<file path="src/rtl/display_share_arbiter.sv">
// Round-robin arbiter that shares one 4-digit hex display between three requesters.
// Each grant is held for at least DWELL ticks unless the owner lets go first.
module display_share_arbiter #(
    parameter int unsigned  DWELL        = 500,
    parameter logic [15:0]  IDLE_PATTERN = 16'h0000
) (
    input  logic        clk,
    input  logic        reset,
    input  logic        tick,
    input  logic [2:0]  req,
    input  logic [15:0] val0,
    input  logic [15:0] val1,
    input  logic [15:0] val2,
    output logic [2:0]  gnt,
    output logic        busy,
    output logic [1:0]  owner,
    output logic [3:0]  dig1,
    output logic [3:0]  dig2,
    output logic [3:0]  dig3,
    output logic [3:0]  dig4
);

    typedef enum logic [1:0] {
        IDLE  = 2'd0,
        HOLD  = 2'd1,
        SHARE = 2'd2
    } state_t;

    localparam logic [15:0] DWELL_LAST = 16'(DWELL - 1);

    state_t      state;
    logic [15:0] dwell_cnt;

    logic [3:0]  req_x;
    logic [1:0]  cand1;
    logic [1:0]  cand2;
    logic        owner_req;
    logic        other_found;
    logic [1:0]  pick_other;
    logic [1:0]  pick_any;
    logic        do_grant;
    logic        go_idle;
    logic [1:0]  grant_idx;
    logic [15:0] owner_val;

    function automatic logic [1:0] next_idx(input logic [1:0] i);
        return (i == 2'd2) ? 2'd0 : i + 2'd1;
    endfunction

    function automatic logic [2:0] one_hot(input logic [1:0] i);
        case (i)
            2'd0:    return 3'b001;
            2'd1:    return 3'b010;
            default: return 3'b100;
        endcase
    endfunction

    // Search order from the current owner o is o+1, o+2, then o itself.
    always_comb begin
        req_x       = {1'b0, req};
        cand1       = next_idx(owner);
        cand2       = next_idx(cand1);
        owner_req   = req_x[owner];
        other_found = req_x[cand1] | req_x[cand2];
        pick_other  = req_x[cand1] ? cand1 : cand2;
        pick_any    = other_found ? pick_other : owner;
    end

    // A dropping owner always wins over a tick in the same cycle.
    always_comb begin
        do_grant  = 1'b0;
        go_idle   = 1'b0;
        grant_idx = pick_other;
        case (state)
            IDLE: begin
                do_grant  = |req;
                grant_idx = pick_any;
            end
            HOLD, SHARE: begin
                if (!owner_req) begin
                    do_grant = other_found;
                    go_idle  = !other_found;
                end else if (state == SHARE) begin
                    do_grant = other_found;
                end
            end
            default: go_idle = 1'b1;
        endcase
    end

    always_comb begin
        case (owner)
            2'd0:    owner_val = val0;
            2'd1:    owner_val = val1;
            default: owner_val = val2;
        endcase
    end

    always_ff @(posedge clk or posedge reset) begin
        if (reset) begin
            state                  <= IDLE;
            gnt                    <= 3'b000;
            busy                   <= 1'b0;
            owner                  <= 2'd2;
            dwell_cnt              <= 16'd0;
            {dig4, dig3, dig2, dig1} <= IDLE_PATTERN;
        end else begin
            {dig4, dig3, dig2, dig1} <= busy ? owner_val : IDLE_PATTERN;
            if (do_grant) begin
                state     <= HOLD;
                gnt       <= one_hot(grant_idx);
                busy      <= 1'b1;
                owner     <= grant_idx;
                dwell_cnt <= 16'd0;
            end else if (go_idle) begin
                state     <= IDLE;
                gnt       <= 3'b000;
                busy      <= 1'b0;
            end else if (state == HOLD && tick) begin
                dwell_cnt <= dwell_cnt + 16'd1;
                if (dwell_cnt == DWELL_LAST) begin
                    state <= SHARE;
                end
            end
        end
    end

endmodule
</file>
<file path="config.mk">
export PLATFORM = sky130hd
export DESIGN_NAME = display_share_arbiter
export DESIGN_NICKNAME = d
export VERILOG_FILES = /design/src/rtl/display_share_arbiter.sv
export SDC_FILE = /design/constraint.sdc
export NUM_CORES = 1
export LEC_CHECK = 0
export CAP_MARGIN = 40
export CORE_MARGIN = 4
export CORE_UTILIZATION = 25
export CTS_CLUSTER_DIAMETER = 120
export CTS_CLUSTER_SIZE = 16
export DETAILED_ROUTE_END_ITERATION = 6
export DONT_BUFFER_PORTS = 1
export PLACE_DENSITY = 0.42
export SETUP_SLACK_MARGIN = 0.5
export SYNTH_ARGS = -nofsm -noshare
export SYNTH_HDL_FRONTEND = slang
export SYNTH_SLANG_ARGS = --single-unit
</file>
<file path="constraint.sdc">
create_clock -name clk -period 3.03 [get_ports clk]
set_clock_uncertainty 0.05 [all_clocks]
set_input_delay 0.1515 -clock clk [delete_from_list [all_inputs] [get_ports clk]]
set_output_delay 0.1515 -clock clk [all_outputs]
set_load 0.02 [all_outputs]
</file>
==> impl_metrics.env <==
export IMPL_die_area_um2=10900
export IMPL_fin_nets=304
export IMPL_status="complete, no violations"
export IMPL_busiest_layer="met2"
export IMPL_fraction_of_synthesis_flops_using_an_asynchronous_set_or_reset_pin_pct=100
export IMPL_cts_htree_levels=2
export IMPL_groute_layer_met1_usage_pct=13.5
export IMPL_postLayoutCellArea_um2=2520
export IMPL_dr_first_iter_drc_count=125
export IMPL_synth_commonest_cells="39 x dfrtp_1, 25 x nand2_1, 21 x o21ai_0"
export IMPL_drt_drc_violations_left=0
export IMPL_yosys_area_share_xor_xnor_pct=1.50
export IMPL_rsz0062_at_grt="no"
export IMPL_buffer_ports_inserted=0
export IMPL_resize_count_post_cts=0
export IMPL_gr_usage_met2_pct=15.8
export IMPL_synth_seq_area_share_pct=43.0
export IMPL_whs_endpoint="dig1[2]"
export IMPL_finalHoldViolCount=0
export IMPL_power_static_leakage_uw=0.00102
export IMPL_number_of_nets_produced_by_synthesis=304
export IMPL_cts_num_sinks=40
export IMPL_max_cap_violations=0
export IMPL_post_synthesis_adder_cell_area_fraction_pct=2.69
export IMPL_simple_gate_area_share_of_the_yosys_netlist_pct=19.7
export IMPL_ys_dominant_reg_cell="dfrtp_1"
export IMPL_synth_enable_flop_cells=0
export IMPL_finalNonFillerCells=354
export IMPL_report_final_slew_viol_count=0
export IMPL_timing_max_slew_rel_slack_pct=59.4
export IMPL_io_pins=76
export IMPL_final_setup_worst_slack_ns=0.715
export IMPL_worst_ir_drop_on_vdd_mv=0.343
export IMPL_clkTransAtPathRegs_ns=0.08
export IMPL_power_density_nw_per_um2=847
export IMPL_grt_total_usage_pct=10.2
export IMPL_dp_worst_setup_slack_ns=0.729
export IMPL_hp_class="in -> reg"
export IMPL_layout_filler_cells=901
export IMPL_vias=1845
export IMPL_place_congestion=0.812
export IMPL_timing_critical_path_arrival_ns=2.49
export IMPL_grt_start_max_net_pins=41
export IMPL_netlist_cell_type_count=48
export IMPL_synth_largest_area_cell="dfrtp_1"
export IMPL_coreArea_um2=8890
export IMPL_dpl_cell_area_um2=2420
export IMPL_place_inst=345
export IMPL_cts_root_to_sink_buffers=2
export IMPL_syn_mean_instance_area_um2=9.50
export IMPL_vias_in_the_first_global_route=1801
export IMPL_clock_period_minus_final_worst_setup_slack_ns=2.32
export IMPL_total_of_flip_flops_plus_latches_after_synthesis=40
export IMPL_worst_slew_pin_slew_ns=0.609
export IMPL_min_from="val2[2]"
export IMPL_route_detailed_wl_per_inst_um=15.4
export IMPL_yosys_warnings=0
export IMPL_initial_utilization_pct=26.2
export IMPL_cts_hold_buf=1
export IMPL_grt_first_pass_wirelength_mm=9.16
export IMPL_synth_compound_area_share_pct=19.1
export IMPL_critical_path_launch_point_type="flip-flop"
export IMPL_final_min_period_over_clock_period_pct=76.4
export IMPL_worstReg2RegStart="state[1]"
export IMPL_endpoint_kind="flip-flop"
export IMPL_core_rowCount=34
export IMPL_netlist_instances=245
export IMPL_cts_inserted_buffers=5
export IMPL_synth_mux_area_share_pct=8.70
export IMPL_synth_top_cell_area_share_pct=41.9
export IMPL_synth_area_leaders="dfrtp_1 42%, mux2i_1 7.7%, and2_1 4.6%"
export IMPL_yosysMostFrequentCell="dfrtp_1"
export IMPL_rrSetupSlack_ns=0.71
export IMPL_final_setup_tns_ns=0
export IMPL_ws_path_type="reg -> reg"
export IMPL_cts_tree="built"
export IMPL_max_fanout_on_critical_path=14
export IMPL_drive_above_1_share_pct=7.32
export IMPL_finish_stage_setup_viols=0
export IMPL_ff_latch_area_um2=1000
export IMPL_holdPathStages=3
export IMPL_synth_top_family_by_area="simple AND/OR/NAND/NOR gates"
export IMPL_global_route_usage_met3_pct=3.17
export IMPL_vias_per_cell=5.21
export IMPL_skew_pair_late_insertion_delay_ns=0.29
export IMPL_die_height_um=105
export IMPL_cts_root_buf="clkbuf_8"
export IMPL_syn_cell_area_um2=2330
export IMPL_rr_worst_depth=6
export IMPL_worstPathRequired_ns=3.20
export IMPL_area_delta_synth_final_pct=8.17
export IMPL_maxClockFrequency_mhz=432
export IMPL_grt_antenna_before_repair=0
export IMPL_drt_pass1_iter_count=4
export IMPL_die_w_um=105
export IMPL_dp_final_hpwl_mm=3.95
export IMPL_antenna_cells_inserted=0
export IMPL_cts_setup_buffers=0
export IMPL_combined_area_of_the_multi_input_logic_cells_um2=1200
export IMPL_grt_overflow_total=0
export IMPL_reg2reg_end="dwell_cnt[15]"
export IMPL_ant_nets=0
export IMPL_postRouteWirelength_mm=5.44
flip-flops by register name, indices dropped and copies added, names as in the netlist:
| signal | cells |
|---|---|
| dig3 | 4 |
| owner | 2 |
| dwell_cnt | 16 |
| dig1 | 4 |
| dig2 | 4 |
| gnt | 3 |
| state | 2 |
| busy | 1 |
| dig4 | 4 |
final cells by class:
class                           count  area share [%]
Clock inverter                      1           0.348
Multi-Input combinational cell    179            47.8
Timing Repair Buffer                5            1.59
Inverter                           14            2.09
Clock buffer                        7            3.03
Sequential cell                    40            39.8
Tap cell                          108            5.37
logic make-up after synthesis:
logic type | Yosys count
mux | 20
fa+ha+maj | 5
flops | 40
simple gates | 84
compound gates | 66
xor+xnor | 4
buf+inv | 26
cell usage in the layout (no fill, tap or decap), types with 7 or more instances in the layout:
master / synthesis / final
dfrtp_1: 39 / 39
nand2_1: 25 / 25
o21ai_0: 21 / 21
mux2i_1: 18 / 18
and2_1: 17 / 17
a21oi_1: 13 / 13
inv_1: 14 / 13
nor2_1: 10 / 10
o31ai_1: 10 / 10
or4_1: 7 / 7
how the worst max path moves through the flow:
stage	from	end	slack (ns)	cells after the start
after floorplan	state[0]	dwell_cnt[15]	0.89	7
final	state[1]	dwell_cnt[15]	0.71	6
after CTS	state[1]	dwell_cnt[15]	0.70	6
after global placement	state[0]	dwell_cnt[15]	0.80	6
after detailed placement	state[0]	dwell_cnt[15]	0.73	6
after global routing	state[1]	dwell_cnt[15]	0.56	6
per-stage QoR:
stage	power [uW]	util [%]	hold slack, ns
floorplan	1620	-	0.319
global placement	1800	27.3	0.150
detailed placement	1800	27.3	0.162
CTS	2180	28.3	0.0245
global route	2320	28.3	0.0430
finish	2130	28.3	0.0391
critical path: stages (launching register included):
cell and delay, ns:
dfrtp_1 0.41, inv_1 0.09, ha_1 0.33, nor3b_2 0.22
a211o_1 0.47, or4_4 0.53, a21oi_2 0.15
where the power goes:
part           internal (uW)  switching [uW]
Clock                    165             193
Combinational            339             461
Sequential               690             285
Total                   1190             939
per-layer routing:
| layer | vias to the layer above | part of all wire [%] |
|---|---|---|
| li1 | 886 | - |
| met1 | 882 | 46 |
| met2 | 73 | 45 |
| met3 | 4 | 8.0 |
| met4 | 0 | 0.72 |
| met5 | - | 0 |
(Power assumes the default switching activity.)
